File: src/rtl/taxi_eth_rx_enable_ctrl.sv
// Receive-enable sequencer for a GMII Ethernet receiver: waits for an idle line before
// enabling, drains an in-flight frame on disable, and keeps saturating frame/error counters.
module taxi_eth_rx_enable_ctrl #(
  parameter int unsigned CNT_W         = 32,
  parameter int unsigned IDLE_CYC      = 12,
  parameter int unsigned DRAIN_TIMEOUT = 2048
) (
  input  logic             clk,
  input  logic             rst,

  input  logic             gmii_rx_dv,

  input  logic             mon_tvalid,
  input  logic             mon_tready,
  input  logic             mon_tlast,

  input  logic             start_packet,
  input  logic             error_bad_frame,
  input  logic             error_bad_fcs,

  input  logic             rx_enable_req,
  input  logic             stat_clear,

  output logic             cfg_rx_enable,
  output logic             rx_active,
  output logic             frame_in_progress,
  output logic             drain_timeout,

  output logic [CNT_W-1:0] stat_frames,
  output logic [CNT_W-1:0] stat_bad_frame,
  output logic [CNT_W-1:0] stat_bad_fcs
);

  localparam int unsigned IdleW  = (IDLE_CYC > 1) ? $clog2(IDLE_CYC) : 1;
  localparam int unsigned DrainW = (DRAIN_TIMEOUT > 1) ? $clog2(DRAIN_TIMEOUT) : 1;

  localparam logic [IdleW-1:0]  IdleLast  = IdleW'(IDLE_CYC - 1);
  localparam logic [DrainW-1:0] DrainLast = DrainW'(DRAIN_TIMEOUT - 1);

  typedef enum logic [1:0] {
    StDisabled,
    StQualify,
    StEnabled,
    StDraining
  } state_e;

  state_e            r_state;
  state_e            w_state_d;
  logic [IdleW-1:0]  r_idle_cnt;
  logic [IdleW-1:0]  w_idle_cnt_d;
  logic [DrainW-1:0] r_drain_cnt;
  logic [DrainW-1:0] w_drain_cnt_d;
  logic              r_fip;
  logic              w_fip_d;
  logic              r_drain_timeout;
  logic              w_timeout;
  logic              w_tlast_acc;

  logic [CNT_W-1:0]  r_stat_frames;
  logic [CNT_W-1:0]  r_stat_bad_frame;
  logic [CNT_W-1:0]  r_stat_bad_fcs;

  assign w_tlast_acc = mon_tvalid & mon_tready & mon_tlast;

  always_comb begin
    w_state_d     = r_state;
    w_idle_cnt_d  = r_idle_cnt;
    w_drain_cnt_d = r_drain_cnt;
    w_timeout     = 1'b0;

    unique case (r_state)
      StDisabled: begin
        if (rx_enable_req) begin
          w_state_d    = StQualify;
          w_idle_cnt_d = '0;
        end
      end

      StQualify: begin
        if (!rx_enable_req) begin
          w_state_d = StDisabled;
        end else if (gmii_rx_dv) begin
          w_idle_cnt_d = '0;
        end else if (r_idle_cnt == IdleLast) begin
          w_state_d = StEnabled;
        end else begin
          w_idle_cnt_d = r_idle_cnt + IdleW'(1);
        end
      end

      StEnabled: begin
        if (!rx_enable_req) begin
          if (r_fip) begin
            w_state_d     = StDraining;
            w_drain_cnt_d = '0;
          end else begin
            w_state_d = StDisabled;
          end
        end
      end

      StDraining: begin
        // A re-request keeps the receiver enabled; a completed frame wins over the timeout.
        if (rx_enable_req) begin
          w_state_d = StEnabled;
        end else if (w_tlast_acc) begin
          w_state_d = StDisabled;
        end else if (r_drain_cnt == DrainLast) begin
          w_state_d = StDisabled;
          w_timeout = 1'b1;
        end else begin
          w_drain_cnt_d = r_drain_cnt + DrainW'(1);
        end
      end

      default: begin
        w_state_d = StDisabled;
      end
    endcase
  end

  // A new start overrides any clear in the same cycle, so back-to-back frames stay tracked.
  always_comb begin
    w_fip_d = r_fip;
    if (start_packet) begin
      w_fip_d = 1'b1;
    end else if (w_tlast_acc || w_timeout) begin
      w_fip_d = 1'b0;
    end
  end

  always_ff @(posedge clk) begin
    if (rst) begin
      r_state         <= StDisabled;
      r_idle_cnt      <= '0;
      r_drain_cnt     <= '0;
      r_fip           <= 1'b0;
      r_drain_timeout <= 1'b0;
    end else begin
      r_state         <= w_state_d;
      r_idle_cnt      <= w_idle_cnt_d;
      r_drain_cnt     <= w_drain_cnt_d;
      r_fip           <= w_fip_d;
      r_drain_timeout <= w_timeout;
    end
  end

  always_ff @(posedge clk) begin
    if (rst || stat_clear) begin
      r_stat_frames    <= '0;
      r_stat_bad_frame <= '0;
      r_stat_bad_fcs   <= '0;
    end else begin
      if (w_tlast_acc && (r_stat_frames != '1)) begin
        r_stat_frames <= r_stat_frames + CNT_W'(1);
      end
      if (error_bad_frame && (r_stat_bad_frame != '1)) begin
        r_stat_bad_frame <= r_stat_bad_frame + CNT_W'(1);
      end
      if (error_bad_fcs && (r_stat_bad_fcs != '1)) begin
        r_stat_bad_fcs <= r_stat_bad_fcs + CNT_W'(1);
      end
    end
  end

  assign cfg_rx_enable     = (r_state == StEnabled) || (r_state == StDraining);
  assign rx_active         = (r_state == StEnabled);
  assign frame_in_progress = r_fip;
  assign drain_timeout     = r_drain_timeout;
  assign stat_frames       = r_stat_frames;
  assign stat_bad_frame    = r_stat_bad_frame;
  assign stat_bad_fcs      = r_stat_bad_fcs;

endmodule

File: config.mk
export PLATFORM = sky130hd
export DESIGN_NAME = taxi_eth_rx_enable_ctrl
export DESIGN_NICKNAME = d
export VERILOG_FILES = /design/src/rtl/taxi_eth_rx_enable_ctrl.sv
export SDC_FILE = /design/constraint.sdc
export NUM_CORES = 1
export LEC_CHECK = 0
export BUFFER_PORTS_ARGS = -buffer_cell sky130_fd_sc_hd__buf_2
export CAP_MARGIN = 20
export CORE_MARGIN = 8
export CORE_UTILIZATION = 40
export DETAILED_ROUTE_END_ITERATION = 10
export GPL_ROUTABILITY_DRIVEN = 0
export PLACE_DENSITY = 0.66
export SKIP_LAST_GASP = 1
export SYNTH_ARGS = -nofsm -noshare
export SYNTH_HDL_FRONTEND = slang
export SYNTH_SLANG_ARGS = --single-unit
File: constraint.sdc
create_clock -name clk -period 4.3 [get_ports clk]
set_input_delay 0.86 -clock clk [delete_from_list [all_inputs] [get_ports clk]]
set_output_delay 0.86 -clock clk [all_outputs]
set_load 0.01 [all_outputs]
; ---- Yosys cells after proc, flatten, opt, wreduce, memory -nomap -nowiden
; Index checks and enable logic that the tools add are counted.
[totals]
ff_bits = 115
in_bits = 11
out_inout_bits = 100
wordCells = 74
[classes]
n_addsub = 5
eq_ne = 19
n_mux = 27
bitwise = 2
n_reduce_logical = 13
[ops]
columns = operator, count
row1 = "32-bit by 1-bit adder with 32-bit output, second input constant", 3
row2 = "32-bit inequality test, second input constant", 3
row3 = 11-bit 2-to-1 mux, 5
row4 = 11-bit case mux with 2 select lines, 1
row5 = 2-bit 2-to-1 mux, 9
row6 = 4-bit 2-to-1 mux, 4
row7 = "2-bit inequality test, second input constant", 6
row8 = "11-bit by 1-bit adder with 11-bit output, second input constant", 1
row9 = "11-bit equality test, second input constant", 1
row10 = "3-bit inequality test, second input constant", 3
row11 = 2-bit case mux with 4 select lines, 1
row12 = 4-bit case mux with 2 select lines, 1
row13 = 1-bit 2-to-1 mux, 6
row14 = 6-bit AND reduction, 1
row15 = 2-bit nonzero test, 3
row16 = 5-bit AND reduction, 1
row17 = "4-bit by 1-bit adder with 4-bit output, second input constant", 1
row18 = "2-bit equality test, second input constant", 2
row19 = "4-bit equality test, second input constant", 1
row20 = "4-bit inequality test, second input constant", 1
row21 = 4-bit AND reduction, 1
row22 = 1-bit logical AND, 3
row23 = 1-bit logical OR, 3
row24 = 1-bit AND, 2
row25 = other kinds (3), 3

; ---- Depth between registers and ports, before layout
; Gate-level depths: netlist (run 1).
[depth]
word_depth = 8
ltp_mapped = 8
mapped_depth_nobuf = 6

; ---- Worst setup path before layout (run 1)
; Ideal clock, no wire load.
[synth_timing]
kind = input to register
from = input mon_tlast
to = register r_stat_frames[31], in the netlist stat_frames[31]
setup_time_ps = 70
t_arrival_ps = 2252
required_ps = 4230
slack_ps = 1978
cell_stages = 5
path_buffers = 0
path_cell_list = nand3_1 > nor4_4 > o211ai_1 > or4_1 > a21oi_1
[synth_via]
elab_chain_cells = 2
[synth_lines]
columns = element, line
row1 = start: declaration, 15  ; input logic mon_tlast,
row2 = 1-bit AND, 63  ; assign w_tlast_acc = mon_tvalid & mon_tready & mon_tlast;
row3 = 1-bit logical AND, 154  ; if (w_tlast_acc && (r_stat_frames != '1)) begin
row4 = end signal: assignment, 155  ; r_stat_frames <= r_stat_frames + CNT_W'(1);
row5 = end: declaration, 59  ; logic [CNT_W-1:0] r_stat_frames;
; Every way passes these cells.
; A chain may end at the register's enable or synchronous reset.

; ---- Worst setup path after layout (run 1)
[layout_timing]
from = input mon_tlast
to = register r_stat_frames[30], in the netlist stat_frames[30]
; The elaborated chain is that of the path after synthesis.

==> run summary, run 1 <==
Status - completed
Pwr Density - 364.7 nW/µm²
Hold buffers post-CTS - 0
GRT Residual Overflow - 0
Mapped Nets - 725
Register area share after synthesis - 39.69%
Core area - 14370 µm²
Async set-or-reset flop fraction in the synthesized netlist - 0%
Worst hold start - stat_frames[31]$_SDFFE_PP0P_
Worst path max stage delay - 620 ps
IO Pins - 111
Post-route clock period utilization - 59.69%
R2R cell count - 5
Setup bufs post-CTS - 0
Setup crit start - mon_tlast
# setup viols final - 0
CP cell instances - buf_2, nand3_1, nor3_1, nand3_1, or4_1, a21oi_1
RSZ-0062 raised after global routing - no
Maximum number of pins on one net before global-route repair - 40
DP Worst Slack - 1321 ps
Multi-input gate area - 3316 µm²
Area growth, synth to finish - 22.82%
Number of instances in the placed design - 979
Worst-Margin Slew - 909.8 ps
Post-DRT Antenna Nets - 0
Synth cell count leaders - 115 x dfxtp_1, 68 x nand2_1, 56 x a21oi_1
Setup CP Type - input pin to flip-flop
Most frequent cell after synthesis - dfxtp_1
HPWL Detailed - 10820 µm
Tot GR Track Use - 16.43%
Nets - 831
Fillers - 1373
CP startpoint kind - input pin
Row count - 44
First-pass GRT wire length - 25160 µm
Initial Util - 40.37%
Routed vias/inst - 5.605
Cell area after synthesis - 5801 µm²
Most frequent cell on the critical path - nand3_1
DIE WIDTH - 136.4 µm
Number of buffers created by CTS - 17
Reg2reg setup slack - 1740 ps
Clock net sink count - 115
Crit. End Element - flip-flop
RR Endpoint - stat_frames[15]$_SDFFE_PP0P_
Pre-Repair DR Iteration Count - 5
Area leader, netlist - dfxtp_1
Final hold vios - 0
Layout Skew - 8.137 ps
Register area - 2302 µm²
Final worst slack - 1733 ps
Die height - 136.4 µm
RR Startpoint - stat_frames[8]$_SDFFE_PP0P_
Worst min path class - flip-flop to flip-flop
Syn_area_per_cell - 8.181 µm²
Worst path required time - 4650 ps
Initial DRC count - 396
LEAKAGE - 0.002627 µW
Post-DP Area - 6497 µm²
Final Cell Area - 7124 µm²
Fin Setup TNS - 0 ps
Initial antenna violation count - 0
Quantity of gates resized following cts - 0
Port buffer count - 110
Worst VDD drop - 0.2446 mV
Number of diodes - 0
Clock latency on the worst-skew pair - 410 ps
WP data arrival - 2910 ps
Worst path top cell family by delay - simple AND/OR/NAND/NOR gates
Most common flop cell mapped by yosys - dfxtp_1
Worst Hold Depth - 2
CP Buf/Inv Count - 1
Clock period minus worst slack - 2567 ps
Slowest CP cell - nor3_1
Post-synth cell types - 55
Yosys top cell area share - 39.69%
Via count - 5672
Total power - 2598 µW
Synth top area cells - dfxtp_1 40%, a21oi_1 4.8%, o21ai_0 4.7%
CP max FO - 15
CP Depth - 6
Number of global-route vias before repair - 5135
Clock-pin slew on the worst setup and hold paths - 50 ps
CTS tree - yes
Drt total wl - 15180 µm
CP endpoint - stat_frames[30]$_SDFFE_PP0P_
Htree depth - 4
Fin cells - 1012
Post-Syn Instances - 709
FMAX - 0.3896 GHz
Average wire per standard cell - 15.00 µm
Post-synth EDFFs - 0
Drt drc - 0
Layout cell share with drive strength beyond 1 - 20.05%
Clock Path Buffers - 2
Worst slew margin - 38.98%
Clock root buffer master - clkbuf_16
Yosys Warn Count - 0
Final Max Tran Viols - 0
FF+latch count, synth - 115
Die area - 18610 µm²
Max Cap Viol - 0
flip-flops by register name (all words and copies together) (netlist names):
signal,cells
stat_bad_fcs,32
stat_bad_frame,32
stat_frames,32
r_drain_cnt,11
r_idle_cnt,4
r_state,2
drain_timeout,1
frame_in_progress,1
routing by layer:
layer	part of all wire [%]	vias up	global-route usage [%]	wire length, µm
li1	-	2901	-	-
met1	48	2630	21.29	7278
met2	45	129	25.13	6789
met3	6.1	12	4.398	921
met4	1.2	0	7.138	187
met5	0	-	0	0
how the worst min path moves through the flow:
stage | slack (ps) | to
after floorplan | 450 | r_drain_cnt[3]$_SDFFE_PP0P_
after CTS | 500 | stat_frames[31]$_SDFFE_PP0P_
after global routing | 520 | stat_bad_frame[13]$_SDFFE_PP0P_
final | 500 | stat_frames[31]$_SDFFE_PP0P_
after detailed placement | 490 | stat_frames[31]$_SDFFE_PP0P_
after global placement | 480 | stat_bad_fcs[1]$_SDFFE_PP0P_
cells by family (layout without fill, tap and decap cells):
group | after synthesis | after routing | synth area share (%)
flip-flops | 115 | 115 | 39.69
AND/OR/NAND/NOR | 333 | 333 | 31.71
AO/OA/AOI/OAI | 178 | 178 | 18.64
XOR/XNOR | 25 | 25 | 3.775
multiplexers | 11 | 11 | 1.920
adder cells (fa/ha/maj) | 5 | 5 | 1.079
buffers and inverters | 42 | 161 | 3.192
metrics by stage:
| step | util, % | hold WS, ps |
|---|---|---|
| after floorplan | - | 452.5 |
| after global placement | 45.22 | 479.4 |
| after detailed placement | 45.22 | 490.0 |
| after CTS | 49.55 | 497.4 |
| after global routing | 49.58 | 519.8 |
| final | 49.58 | 497.6 |
final cells by class:
cell class,instances,area share [%]
inverters,13,0.6849
clock inverters,10,1.791
flip-flops and latches,115,32.31
multi-input cells,552,46.54
repair buffers,116,8.500
well taps,184,3.231
clock buffers,22,6.937
cells in the final DEF, fill, tap and decap left out, types with 23 or more instances in the layout:
cell and n:
dfxtp_1 115, nand3_1 41, nor2_1 53, nand2_1 68, buf_2 110, or4_1 23
or3_1 40, o21ai_0 54, nand4_1 26, a21oi_1 56
worst register-to-register path: stages, from the launching register on:
cell and delay (ps):
dfxtp_1 440, nand4_1 310, or4_1 660, nor3_4 610
and4bb_2 320, mux2i_1 110
report_power, final:
part | switching (µW) | internal (µW) | total, µW
clock network | 483 | 981 | 1460
logic | 40.5 | 18.7 | 59.2
registers | 5.19 | 1070 | 1080
Power figures use the tool's default switching activity.
==> run 2: changes to the inputs <==
- ABC_AREA: unset -> 1
- PLACE_DENSITY: 0.66 -> 0.67
- clock period: 4.3 -> 2.3 ns (I/O delays scaled with it)
==> run 2 against run 1 <==
  * Clock-buffer cell count decreased by 2
  * Via count up 34%
  * Hold slack got worse by 210 ps
  * Routed wire length up 32%
  * Sequential power rose by 94%
  * Largest cell class unchanged
==> run summary, run 2 <==
Status - completed
Initial DRC count - 555 (+40%)
Layout Skew - 8.110 ps (-0.02679 ps)
Final hold vios - 0 (unchanged)
Total power - 5080 µW (+96%)
First-pass GRT wire length - 32840 µm (+31%)
FF+latch count, synth - 115 (unchanged)
CP startpoint kind - flip-flop
Worst slew margin - 48.46% (+9.5 points)
Hold buffers post-CTS - 0 (unchanged)
Yosys top cell area share - 31.63% (-8.1 points)
Drt drc - 0 (unchanged)
CP cell instances - ha_1, nand2_2, nor2_4, nand2_2, nor2_4, nand2_4, nand2_4, inv_1, nand2_1, a21oi_2
Routed vias/inst - 4.926 (-12%)
RR Startpoint - stat_bad_frame[1]$_SDFFE_PP0P_
Final Max Tran Viols - 0 (unchanged)
Power Internal - 3773 µW (+82%)
Slowest CP cell - dfxtp_1
Worst min path class - input pin to flip-flop
Max Cap Viol - 0 (unchanged)
Worst hold start - start_packet
GRT Residual Overflow - 0 (unchanged)
Area growth, synth to finish - 18.41%
HPWL Detailed - 14910 µm (+38%)
Setup CP Type - flip-flop to flip-flop
Net Sw Power - 1307 µW (+150%)
Synth cell count leaders - 473 x nand2_1, 204 x nor2_1, 115 x dfxtp_1
CTS tree - yes
Most frequent cells in the layout - 473 x nand2_1, 203 x nor2_1, 115 x dfxtp_1
Final Util - 48.15% (-1.4 points)
Post-synth EDFFs - 0 (unchanged)
Setup crit start - stat_bad_frame[1]$_SDFFE_PP0P_
Synth top area cells - dfxtp_1 32%, nand2_1 24%, nor2_1 11%
Crit. End Element - flip-flop
Clock Path Buffers - 2 (unchanged)
Register area share after synthesis - 31.63% (-8.1 points)
Yosys Warn Count - 0 (unchanged)
Post-Syn Instances - 1189 (+68%)
Post-synth cell types - 33 (-40%)
Clock-pin slew on the worst setup and hold paths - 60 ps (about the same)
Post-route clock period utilization - 94.16%
Quantity of gates resized following cts - 0 (unchanged)
Pwr Density - 589.3 nW/µm² (+62%)
Via count - 7616 (+34%)
Most common flop cell mapped by yosys - dfxtp_1
DIE WIDTH - 150.9 µm (+11%)
Clock net sink count - 115 (unchanged)
Maximum number of pins on one net before global-route repair - 52 (+30%)
FMAX - 0.4617 GHz
LEAKAGE - 0.003399 µW (+29%)
Post-DRT Antenna Nets - 0 (unchanged)
Syn_area_per_cell - 6.122 µm² (-25%)
RSZ-0062 raised after global routing - yes
CP max FO - 24 (+9)
Mapped Nets - 1205 (+66%)
Port buffer count - 110 (unchanged)
Layout cell share with drive strength beyond 1 - 16.10% (-4.0 points)
Tot GR Track Use - 17.64% (+1.2 points)
Pre-Repair DR Iteration Count - 5 (unchanged)
Number of diodes - 0 (unchanged)
Clock root buffer master - clkbuf_16
Worst VDD drop - 0.5062 mV (+110%)
WP data arrival - 2470 ps (-440 ps)
Worst-Margin Slew - 772.3 ps (-137.6 ps)
Number of instances in the placed design - 1516 (+55%)
Area leader, netlist - dfxtp_1
Initial antenna violation count - 0 (unchanged)
Die area - 22770 µm² (+22%)
Average wire per standard cell - 12.95 µm (-14%)
Async set-or-reset flop fraction in the synthesized netlist - 0% (unchanged)
Fillers - 1883 (+37%)
Htree depth - 4 (unchanged)
Clock share of power - 50.1% (-6.2 points)
Number of global-route vias before repair - 6829 (+33%)
Die height - 150.9 µm (+11%)
Core area - 17900 µm² (+25%)
Initial Util - 40.66% (+0.29 points)
Worst path top cell family by delay - simple AND/OR/NAND/NOR gates
Worst path required time - 2600 ps (-2050 ps)
Worst path max stage delay - 390 ps (-230 ps)
CP Buf/Inv Count - 1 (unchanged)
Setup bufs post-CTS - 0 (unchanged)
Number of buffers created by CTS - 17 (unchanged)
# setup viols final - 0 (unchanged)
Most frequent cell after synthesis - nand2_1
Fin Setup TNS - 0 ps (unchanged)
IO Pins - 111 (unchanged)
Nets - 1322 (+59%)
Fin cells - 1546 (+53%)
Most common cell after layout, fill and taps aside - nand2_1
Comb power frac - 8.8% (+6.5 points)
Row count - 49 (+11%)
Cell area after synthesis - 7279 µm² (+25%)
Sw Share - 25.73% (+5.4 points)
Clock period minus worst slack - 2166 ps
Sequential share of power - 41.1% (-0.3 points)
Drt total wl - 20010 µm (+32%)
Clock latency on the worst-skew pair - 420 ps (about the same)
run 2: routing by layer:
metal / up-vias / share of wire, % / GRT usage, %
li1: 3956 / - / -
met1: 3434 / 46 / 22.32
met2: 195 / 46 / 28.75
met3: 31 / 5.9 / 3.794
met4: 0 / 1.8 / 6.927
met5: - / 0 / 0
run 2: cell families after synthesis:
family,Yosys count,share of synthesized area [%]
buffers and inverters,107,6.789
DFF,115,31.63
adders and majority gates,5,0.8594
and+or+nand+nor,805,46.43
xor gates and xnor gates,45,5.414
AOI/OAI and AO/OA,112,8.886
run 2: area by class of cell:
type	instances	area, µm²	area share, %
well taps	229	286.5	3.324
clock buffers	20	446.7	5.182
clock inverters	10	111.4	1.292
inverters	77	289.0	3.353
multi-input cells	967	4486	52.04
flip-flops and latches	115	2302	26.71
repair buffers	128	698.2	8.100
run 2: power groups by stage:
stage / clock network [µW] / logic, µW / registers, µW
after floorplan: 0 / 357 / 2110
after global placement: 0 / 441 / 2130
after detailed placement: 0 / 447 / 2130
after CTS: 2590 / 450 / 2090
after global routing: 2690 / 512 / 2090
final: 2550 / 446 / 2090
run 2: final timing paths:
kind                                                   endpoint  slack (ps)  cells after the start
worst min-delay path             frame_in_progress$_SDFFE_PP0P_         280                      3
worst min register to register      r_drain_cnt[5]$_SDFFE_PP0P_         490                      2
worst max-delay path            stat_bad_frame[14]$_SDFFE_PP0P_         130                     10
worst max register to register  stat_bad_frame[14]$_SDFFE_PP0P_         130                     10
run 2: tightest hold or removal path: stages:
cell     delay [ps]
buf_2            90
inv_1            40
a21oi_1          50
run 2: per-stage QoR:
step,area (µm²),hold WS (ps),worst slack [ps]
4_1_cts,8620,276.8,144.7
5_1_grt,8620,294.3,-26.36
3_5_place_dp,8061,481.6,170.7
6_report,8620,284.9,134.2
3_3_place_gp,8061,472.7,242.8
2_1_floorplan,7279,457.6,530.2
